$ cat config.mk
export PLATFORM = sky130hd
export DESIGN_NAME = fft_8_sol1_gen2
export DESIGN_NICKNAME = d
export VERILOG_FILES = /design/src/rtl/fft8_pkg.sv /design/src/rtl/fft_radix2_bfly.sv /design/src/rtl/fft_8_sol1_gen2.sv
export SDC_FILE = /design/constraint.sdc
export NUM_CORES = 2
export LEC_CHECK = 0
export BUFFER_PORTS_ARGS = -buffer_cell sky130_fd_sc_hd__buf_4
export CAP_MARGIN = 25
export CORE_ASPECT_RATIO = 1.4
export CORE_MARGIN = 1
export CORE_UTILIZATION = 35
export CTS_BUF_LIST = sky130_fd_sc_hd__clkbuf_4 sky130_fd_sc_hd__clkbuf_8
export DETAILED_ROUTE_END_ITERATION = 8
export PLACE_DENSITY = 0.62
export SLEW_MARGIN = 20
export SYNTH_ARGS = -nofsm -noshare
export SYNTH_HDL_FRONTEND = slang
export SYNTH_SLANG_ARGS = --single-unit
export TNS_END_PERCENT = 100
$ cat constraint.sdc
create_clock -name clk -period 16.6 [get_ports clk]
set_clock_uncertainty 0.1 [all_clocks]
set_input_delay 0 -clock clk [delete_from_list [all_inputs] [get_ports clk]]
set_output_delay 0 -clock clk [all_outputs]
set_load 0.02 [all_outputs]
$ cat src/rtl/fft8_pkg.sv
`default_nettype none
`timescale 1ns/1ps
// ============================================================================
// Module   : fft8_pkg
// Purpose  : Shared constants, FSM states and helpers for the 8-point FFT.
// Revision : 1.0  initial release
// ============================================================================
package fft8_pkg;

   localparam int DATA_W = 16;
   localparam int N      = 8;

   // Q1.15 twiddles; W0 and W2 are handled exactly inside the butterfly
   localparam logic signed [DATA_W-1:0] W1_RE =  16'sd23170;
   localparam logic signed [DATA_W-1:0] W1_IM = -16'sd23170;
   localparam logic signed [DATA_W-1:0] W3_RE = -16'sd23170;
   localparam logic signed [DATA_W-1:0] W3_IM = -16'sd23170;

   typedef enum logic [2:0] {
      ST_IDLE = 3'd0,
      ST_LOAD = 3'd1,
      ST_S1   = 3'd2,
      ST_S2   = 3'd3,
      ST_S3   = 3'd4,
      ST_DONE = 3'd5
   } state_e;

   function automatic logic [2:0] bitrev3(input logic [2:0] n);
      return {n[0], n[1], n[2]};
   endfunction

endpackage
`default_nettype wire

$ cat src/rtl/fft_radix2_bfly.sv
`default_nettype none
`timescale 1ns/1ps
// ============================================================================
// Module   : fft_radix2_bfly
// Purpose  : Combinational radix-2 DIT butterfly with 1/2 scaling per stage.
// Revision : 1.0  initial release
// ============================================================================
module fft_radix2_bfly
   import fft8_pkg::*;
(
   input  logic signed [DATA_W-1:0] a_re_i,
   input  logic signed [DATA_W-1:0] a_im_i,
   input  logic signed [DATA_W-1:0] b_re_i,
   input  logic signed [DATA_W-1:0] b_im_i,
   input  logic        [1:0]        tw_sel_i,
   output logic signed [DATA_W-1:0] a_re_o,
   output logic signed [DATA_W-1:0] a_im_o,
   output logic signed [DATA_W-1:0] b_re_o,
   output logic signed [DATA_W-1:0] b_im_o
);

   localparam logic signed [DATA_W-1:0] C_MIN = {1'b1, {(DATA_W-1){1'b0}}};
   localparam logic signed [DATA_W:0]   C_MAX = (DATA_W+1)'(2**(DATA_W-1) - 1);

   logic signed [DATA_W-1:0]   w_re, w_im;
   logic signed [2*DATA_W-1:0] p_rr, p_ii, p_ri, p_ir;
   logic signed [DATA_W:0]     t_re, t_im;
   logic signed [DATA_W+1:0]   a_re_x, a_im_x, t_re_x, t_im_x;

   always_comb begin
      w_re = W1_RE;
      w_im = W1_IM;
      if (tw_sel_i == 2'd3) begin
         w_re = W3_RE;
         w_im = W3_IM;
      end
      p_rr = (2*DATA_W)'(b_re_i) * (2*DATA_W)'(w_re);
      p_ii = (2*DATA_W)'(b_im_i) * (2*DATA_W)'(w_im);
      p_ri = (2*DATA_W)'(b_re_i) * (2*DATA_W)'(w_im);
      p_ir = (2*DATA_W)'(b_im_i) * (2*DATA_W)'(w_re);

      // t is kept one bit wider than a sample so a rotated full-scale value cannot wrap
      case (tw_sel_i)
         2'd0: begin
            t_re = (DATA_W+1)'(b_re_i);
            t_im = (DATA_W+1)'(b_im_i);
         end
         2'd2: begin
            t_re = (DATA_W+1)'(b_im_i);
            t_im = (b_re_i == C_MIN) ? C_MAX : -(DATA_W+1)'(b_re_i);
         end
         default: begin
            t_re = (DATA_W+1)'((p_rr - p_ii) >>> (DATA_W-1));
            t_im = (DATA_W+1)'((p_ri + p_ir) >>> (DATA_W-1));
         end
      endcase

      a_re_x = (DATA_W+2)'(a_re_i);
      a_im_x = (DATA_W+2)'(a_im_i);
      t_re_x = (DATA_W+2)'(t_re);
      t_im_x = (DATA_W+2)'(t_im);
      a_re_o = DATA_W'((a_re_x + t_re_x) >>> 1);
      a_im_o = DATA_W'((a_im_x + t_im_x) >>> 1);
      b_re_o = DATA_W'((a_re_x - t_re_x) >>> 1);
      b_im_o = DATA_W'((a_im_x - t_im_x) >>> 1);
   end

endmodule
`default_nettype wire

$ cat src/rtl/fft_8_sol1_gen2.sv
`default_nettype none
`timescale 1ns/1ps
// ============================================================================
// Module   : fft_8_sol1_gen2
// Purpose  : Iterative 8-point radix-2 DIT FFT, one butterfly stage per clock.
// Revision : 1.0  initial release
// ============================================================================
module fft_8_sol1_gen2
   import fft8_pkg::*;
(
   input  logic                     clk,
   input  logic                     rst,
   input  logic                     start,
   input  logic signed [DATA_W-1:0] data_in_real  [N-1:0],
   input  logic signed [DATA_W-1:0] data_in_imag  [N-1:0],
   output logic signed [DATA_W-1:0] data_out_real [N-1:0],
   output logic signed [DATA_W-1:0] data_out_imag [N-1:0],
   output logic                     done
);

   localparam int NB = N / 2;

   state_e                   state_q;
   logic signed [DATA_W-1:0] work_re_q [N-1:0];
   logic signed [DATA_W-1:0] work_im_q [N-1:0];

   logic        [2:0]        idx_a  [NB-1:0];
   logic        [2:0]        idx_b  [NB-1:0];
   logic        [1:0]        tw_sel [NB-1:0];
   logic signed [DATA_W-1:0] bf_a_re [NB-1:0], bf_a_im [NB-1:0];
   logic signed [DATA_W-1:0] bf_b_re [NB-1:0], bf_b_im [NB-1:0];
   logic signed [DATA_W-1:0] bf_a_re_n [NB-1:0], bf_a_im_n [NB-1:0];
   logic signed [DATA_W-1:0] bf_b_re_n [NB-1:0], bf_b_im_n [NB-1:0];

   // Pair (i, i+span) and twiddle exponent k for butterfly j in the current stage
   always_comb begin
      for (int j = 0; j < NB; j++) begin
         idx_a[j]  = 3'(2*j);
         idx_b[j]  = 3'(2*j + 1);
         tw_sel[j] = 2'd0;
         if (state_q == ST_S2) begin
            idx_a[j]  = 3'((j/2)*4 + j%2);
            idx_b[j]  = 3'((j/2)*4 + j%2 + 2);
            tw_sel[j] = 2'((j%2)*2);
         end else if (state_q == ST_S3) begin
            idx_a[j]  = 3'(j);
            idx_b[j]  = 3'(j + 4);
            tw_sel[j] = 2'(j);
         end
         bf_a_re[j] = work_re_q[idx_a[j]];
         bf_a_im[j] = work_im_q[idx_a[j]];
         bf_b_re[j] = work_re_q[idx_b[j]];
         bf_b_im[j] = work_im_q[idx_b[j]];
      end
   end

   generate
      for (genvar j = 0; j < NB; j++) begin : g_bfly
         fft_radix2_bfly u_bfly (
            .a_re_i   (bf_a_re[j]),
            .a_im_i   (bf_a_im[j]),
            .b_re_i   (bf_b_re[j]),
            .b_im_i   (bf_b_im[j]),
            .tw_sel_i (tw_sel[j]),
            .a_re_o   (bf_a_re_n[j]),
            .a_im_o   (bf_a_im_n[j]),
            .b_re_o   (bf_b_re_n[j]),
            .b_im_o   (bf_b_im_n[j])
         );
      end
   endgenerate

   always_ff @(posedge clk or posedge rst) begin
      if (rst) begin
         state_q <= ST_IDLE;
         done    <= 1'b0;
         for (int n = 0; n < N; n++) begin
            work_re_q[n]     <= '0;
            work_im_q[n]     <= '0;
            data_out_real[n] <= '0;
            data_out_imag[n] <= '0;
         end
      end else begin
         case (state_q)
            ST_IDLE: begin
               if (start) state_q <= ST_LOAD;
            end
            ST_LOAD: begin
               for (int n = 0; n < N; n++) begin
                  work_re_q[bitrev3(3'(n))] <= data_in_real[n];
                  work_im_q[bitrev3(3'(n))] <= data_in_imag[n];
               end
               state_q <= ST_S1;
            end
            ST_S1, ST_S2, ST_S3: begin
               for (int j = 0; j < NB; j++) begin
                  work_re_q[idx_a[j]] <= bf_a_re_n[j];
                  work_im_q[idx_a[j]] <= bf_a_im_n[j];
                  work_re_q[idx_b[j]] <= bf_b_re_n[j];
                  work_im_q[idx_b[j]] <= bf_b_im_n[j];
               end
               if (state_q == ST_S1) begin
                  state_q <= ST_S2;
               end else if (state_q == ST_S2) begin
                  state_q <= ST_S3;
               end else begin
                  // Final stage results go straight to the output registers
                  for (int j = 0; j < NB; j++) begin
                     data_out_real[idx_a[j]] <= bf_a_re_n[j];
                     data_out_imag[idx_a[j]] <= bf_a_im_n[j];
                     data_out_real[idx_b[j]] <= bf_b_re_n[j];
                     data_out_imag[idx_b[j]] <= bf_b_im_n[j];
                  end
                  done    <= 1'b1;
                  state_q <= ST_DONE;
               end
            end
            ST_DONE: begin
               if (start) begin
                  done    <= 1'b0;
                  state_q <= ST_LOAD;
               end
            end
            default: state_q <= ST_IDLE;
         endcase
      end
   end

endmodule
`default_nettype wire

==> flow_metrics.py <==
metrics = {
    "outcome": {
        "status": "completed",
    },
    "floorplan": {
        "rows": 222,
        "chipHeight_um": 609,
        "die_w_um": 435,
        "core_mm2": 0.261,
        "ios": 516,
        "dieArea_mm2": 0.265,
        "initial_utilization": 0.352,
    },
    "clocking": {
        "cts_buffer_depth": 3,
        "cts_root_buffer": "clkbuf_8",
        "cts_sinks": 516,
        "cts_tree": "built",
        "clkLatencyLatePin_ps": 970,
        "cts_buffers": 98,
        "path_clk_slew_ps": 80,
        "ctsResizeCount": 0,
        "ctsHtreeMaxLevel": 3,
    },
    "critical_path": {
        "worstSetupPathType": "reg -> reg",
        "critPathMaxStageDelay_ps": 670,
        "required_ps": 17310,
        "end_kind": "flip-flop",
        "cp_common_cell": "fa_1",
        "cp_slowest_cell": "dfrtp_4",
        "start_kind": "flip-flop",
        "critPathBufInv": 8,
        "cp.arrival_ps": 15900,
        "r2r_start": "state_q[2]",
        "critPathTopFamily": "adder cells",
        "startpoint": "state_q[2]",
        "crit_fanout": 46,
    },
    "finish": {
        "nNetsFinal": 14400,
        "syn2layout_area_growth_pct": 17.4,
        "multiInputGateArea_mm2": 0.0706,
        "fill_cells": 26400,
        "regArea_mm2": 0.0129,
        "drive_gt1_frac": 0.0876,
    },
    "route": {
        "wire_per_inst_um": 26.7,
        "vias": 81000,
        "wirelength_mm": 404,
        "drtPass1Iterations": 6,
        "viasPerCell": 5.34,
        "antenna_left": 0,
        "post-route-drc-count": 0,
        "dr.first_iter.drc_count": 7510,
    },
    "synth": {
        "seq_area_frac_synth": 0.140,
        "ys_ff_latch": 516,
        "ys_dominant_reg_cell": "dfrtp_1",
        "yosysUniqueCellTypes": 100,
        "synth_edf_count": 0,
        "async_flop_share": 1.00,
        "synth_area_mm2": 0.0920,
        "yosysWarnings": 0,
        "synthCells": 10500,
        "avgSynthCellArea_um2": 8.77,
    },
    "global_routing": {
        "grt_overflow": 0,
        "track_usage": 0.302,
        "grt_pass1_vias": 82900,
        "antenna_found_initial": 63,
        "grt_pass1_wl_mm": 576,
        "grt_max_degree": 151,
    },
    "sta": {
        "fin_crit_ps": 15190,
        "hold_viol_final": 0,
        "worstMarginPinSlew_ps": 1280,
        "max_freq_mhz": 65.8,
        "finalCritPeriodShare": 0.915,
        "setup_viol": 0,
        "maxSlewHeadroom": 0.139,
        "drv_slew": 0,
        "tns_ps": 0,
        "rsz0062_at_grt": "false",
    },
    "place": {
        "gp_congestion": 1.05,
        "dp_hpwl_mm": 337,
        "io_buffer_count": 515,
    },
    "worst_hold_path": {
        "hp-class": "in -> reg",
        "worstHoldStart": "data_in_imag[73]",
    },
    "run": {
        "maxCapViolCount": 0,
    },
}
-- timing repair --
item / 4_1_cts / 5_1_grt
hold buffers: 451 / 0
hold endpoints to repair: 606 / 0
setup buffers: 0 / 0
endpoints found under the setup margin: 0 / 0
-- area by class of cell --
| cell class | count | area share |
|---|---|---|
| multi-input combinational | 7680 | 0.653 |
| sequential | 516 | 0.120 |
| timing repair buffer | 1138 | 0.0902 |
| inverter | 2154 | 0.0750 |
| tap | 3472 | 0.0402 |
| clock buffer | 145 | 0.0171 |
| clock inverter | 35 | 0.00380 |
| antenna | 23 | 0.000533 |
-- sequential cells by signal, indices dropped and copies added, names as in the netlist --
name / count
state_q: 3
work_re_q: 128
data_out_real: 128
work_im_q: 128
data_out_imag: 128
done: 1
-- synth_stat cells, types with 130 or more instances --
cell / n / area, µm²
clkbuf_1: 330 / 1240
nand2_1: 1242 / 4660
inv_1: 2148 / 8060
fa_1: 1277 / 25600
ha_1: 1230 / 15400
xnor2_1: 421 / 3690
nor2_1: 526 / 1970
a21o_1: 156 / 1170
xor2_1: 130 / 1140
a21oi_1: 520 / 2600
dfrtp_1: 516 / 12900
o21ai_0: 494 / 2470
-- path summary, 6_finish.rpt --
| path | to | slack (ps) | cells after the start |
|---|---|---|---|
| setup / recovery | work_re_q[93] | 1410 | 51 |
| hold / removal | work_im_q[25] | 40 | 5 |
| setup reg to reg | work_re_q[93] | 1410 | 51 |
| hold reg to reg | data_out_real[51] | 380 | 2 |
| max in group asynchronous | state_q[0] | 13790 | 6 |
| min in group asynchronous | data_out_real[3] | 230 | 4 |
-- worst min-delay path, cell delays in order --
cell and delay, ps:
dlygate4sd3_1 540, buf_4 130, mux4_2 230, nor2_1 40
a21oi_1 100
-- cell usage in the layout, fill, tap and decap left out, types with 29 or more instances in the layout --
cell type	netlist	final
nor3_1	81	81
inv_1	2148	2145
a22oi_1	96	96
or3_1	32	32
o21bai_1	79	79
dlygate4sd3_1	0	451
o221a_2	29	29
and3_1	36	36
a211oi_1	59	59
nand2b_1	47	47
o211ai_1	42	42
mux2i_1	71	70
nor2_1	526	520
dfrtp_1	516	511
nor2b_1	47	46
clkbuf_8	0	122
a31oi_1	68	68
nand3_1	107	107
conb_1	2	261
a21oi_1	520	520
buf_4	1	680
o22ai_1	82	82
xor2_1	130	129
nand2_1	1242	1236
o21ai_0	494	494
xnor2_1	421	416
a21o_1	156	156
fa_1	1277	1277
o21a_1	81	81
a221oi_1	32	32
ha_1	1230	1230
-- per-stage QoR --
| step | hold WS [ps] | instance area (µm²) | setup slack [ps] | utilization | cells |
|---|---|---|---|---|---|
| after floorplan | 22.6 | 93000 | 2090 | - | 10800 |
| after global placement | 51.7 | 101000 | 1810 | 0.387 | 14500 |
| after detailed placement | 56.2 | 101000 | 1690 | 0.387 | 14500 |
| after CTS | 6.27 | 108000 | 1660 | 0.413 | 15100 |
| after global routing | 33.9 | 108000 | 827 | 0.413 | 15100 |
| final | 40.2 | 108000 | 1410 | 0.413 | 15200 |
-- routing by layer --
metal  track usage  up-vias  wire length (µm)
met4         0.233       30             37600
met5             0        -               194
met2         0.499     3887            189000
li1              -    35600                 -
met1         0.341    40200            141000
met3        0.0646     1295             36300
-- cell families (layout without fill, tap and decap cells) --
family | count (synthesis) | in the layout | synth area share
multiplexers | 101 | 101 | 0.0140
buffers and inverters | 2560 | 3472 | 0.105
XOR/XNOR | 552 | 552 | 0.0527
adder cells (fa/ha/maj) | 2508 | 2508 | 0.445
AND/OR/NAND/NOR | 2261 | 2261 | 0.104
flip-flops | 516 | 516 | 0.140
other | 2 | 284 | 0.0000816
AO/OA/AOI/OAI | 1997 | 1997 | 0.139
Power is left out: the tool's default activity adds up to more than one toggle a clock period on the data nets, which glitch-free logic cannot reach.
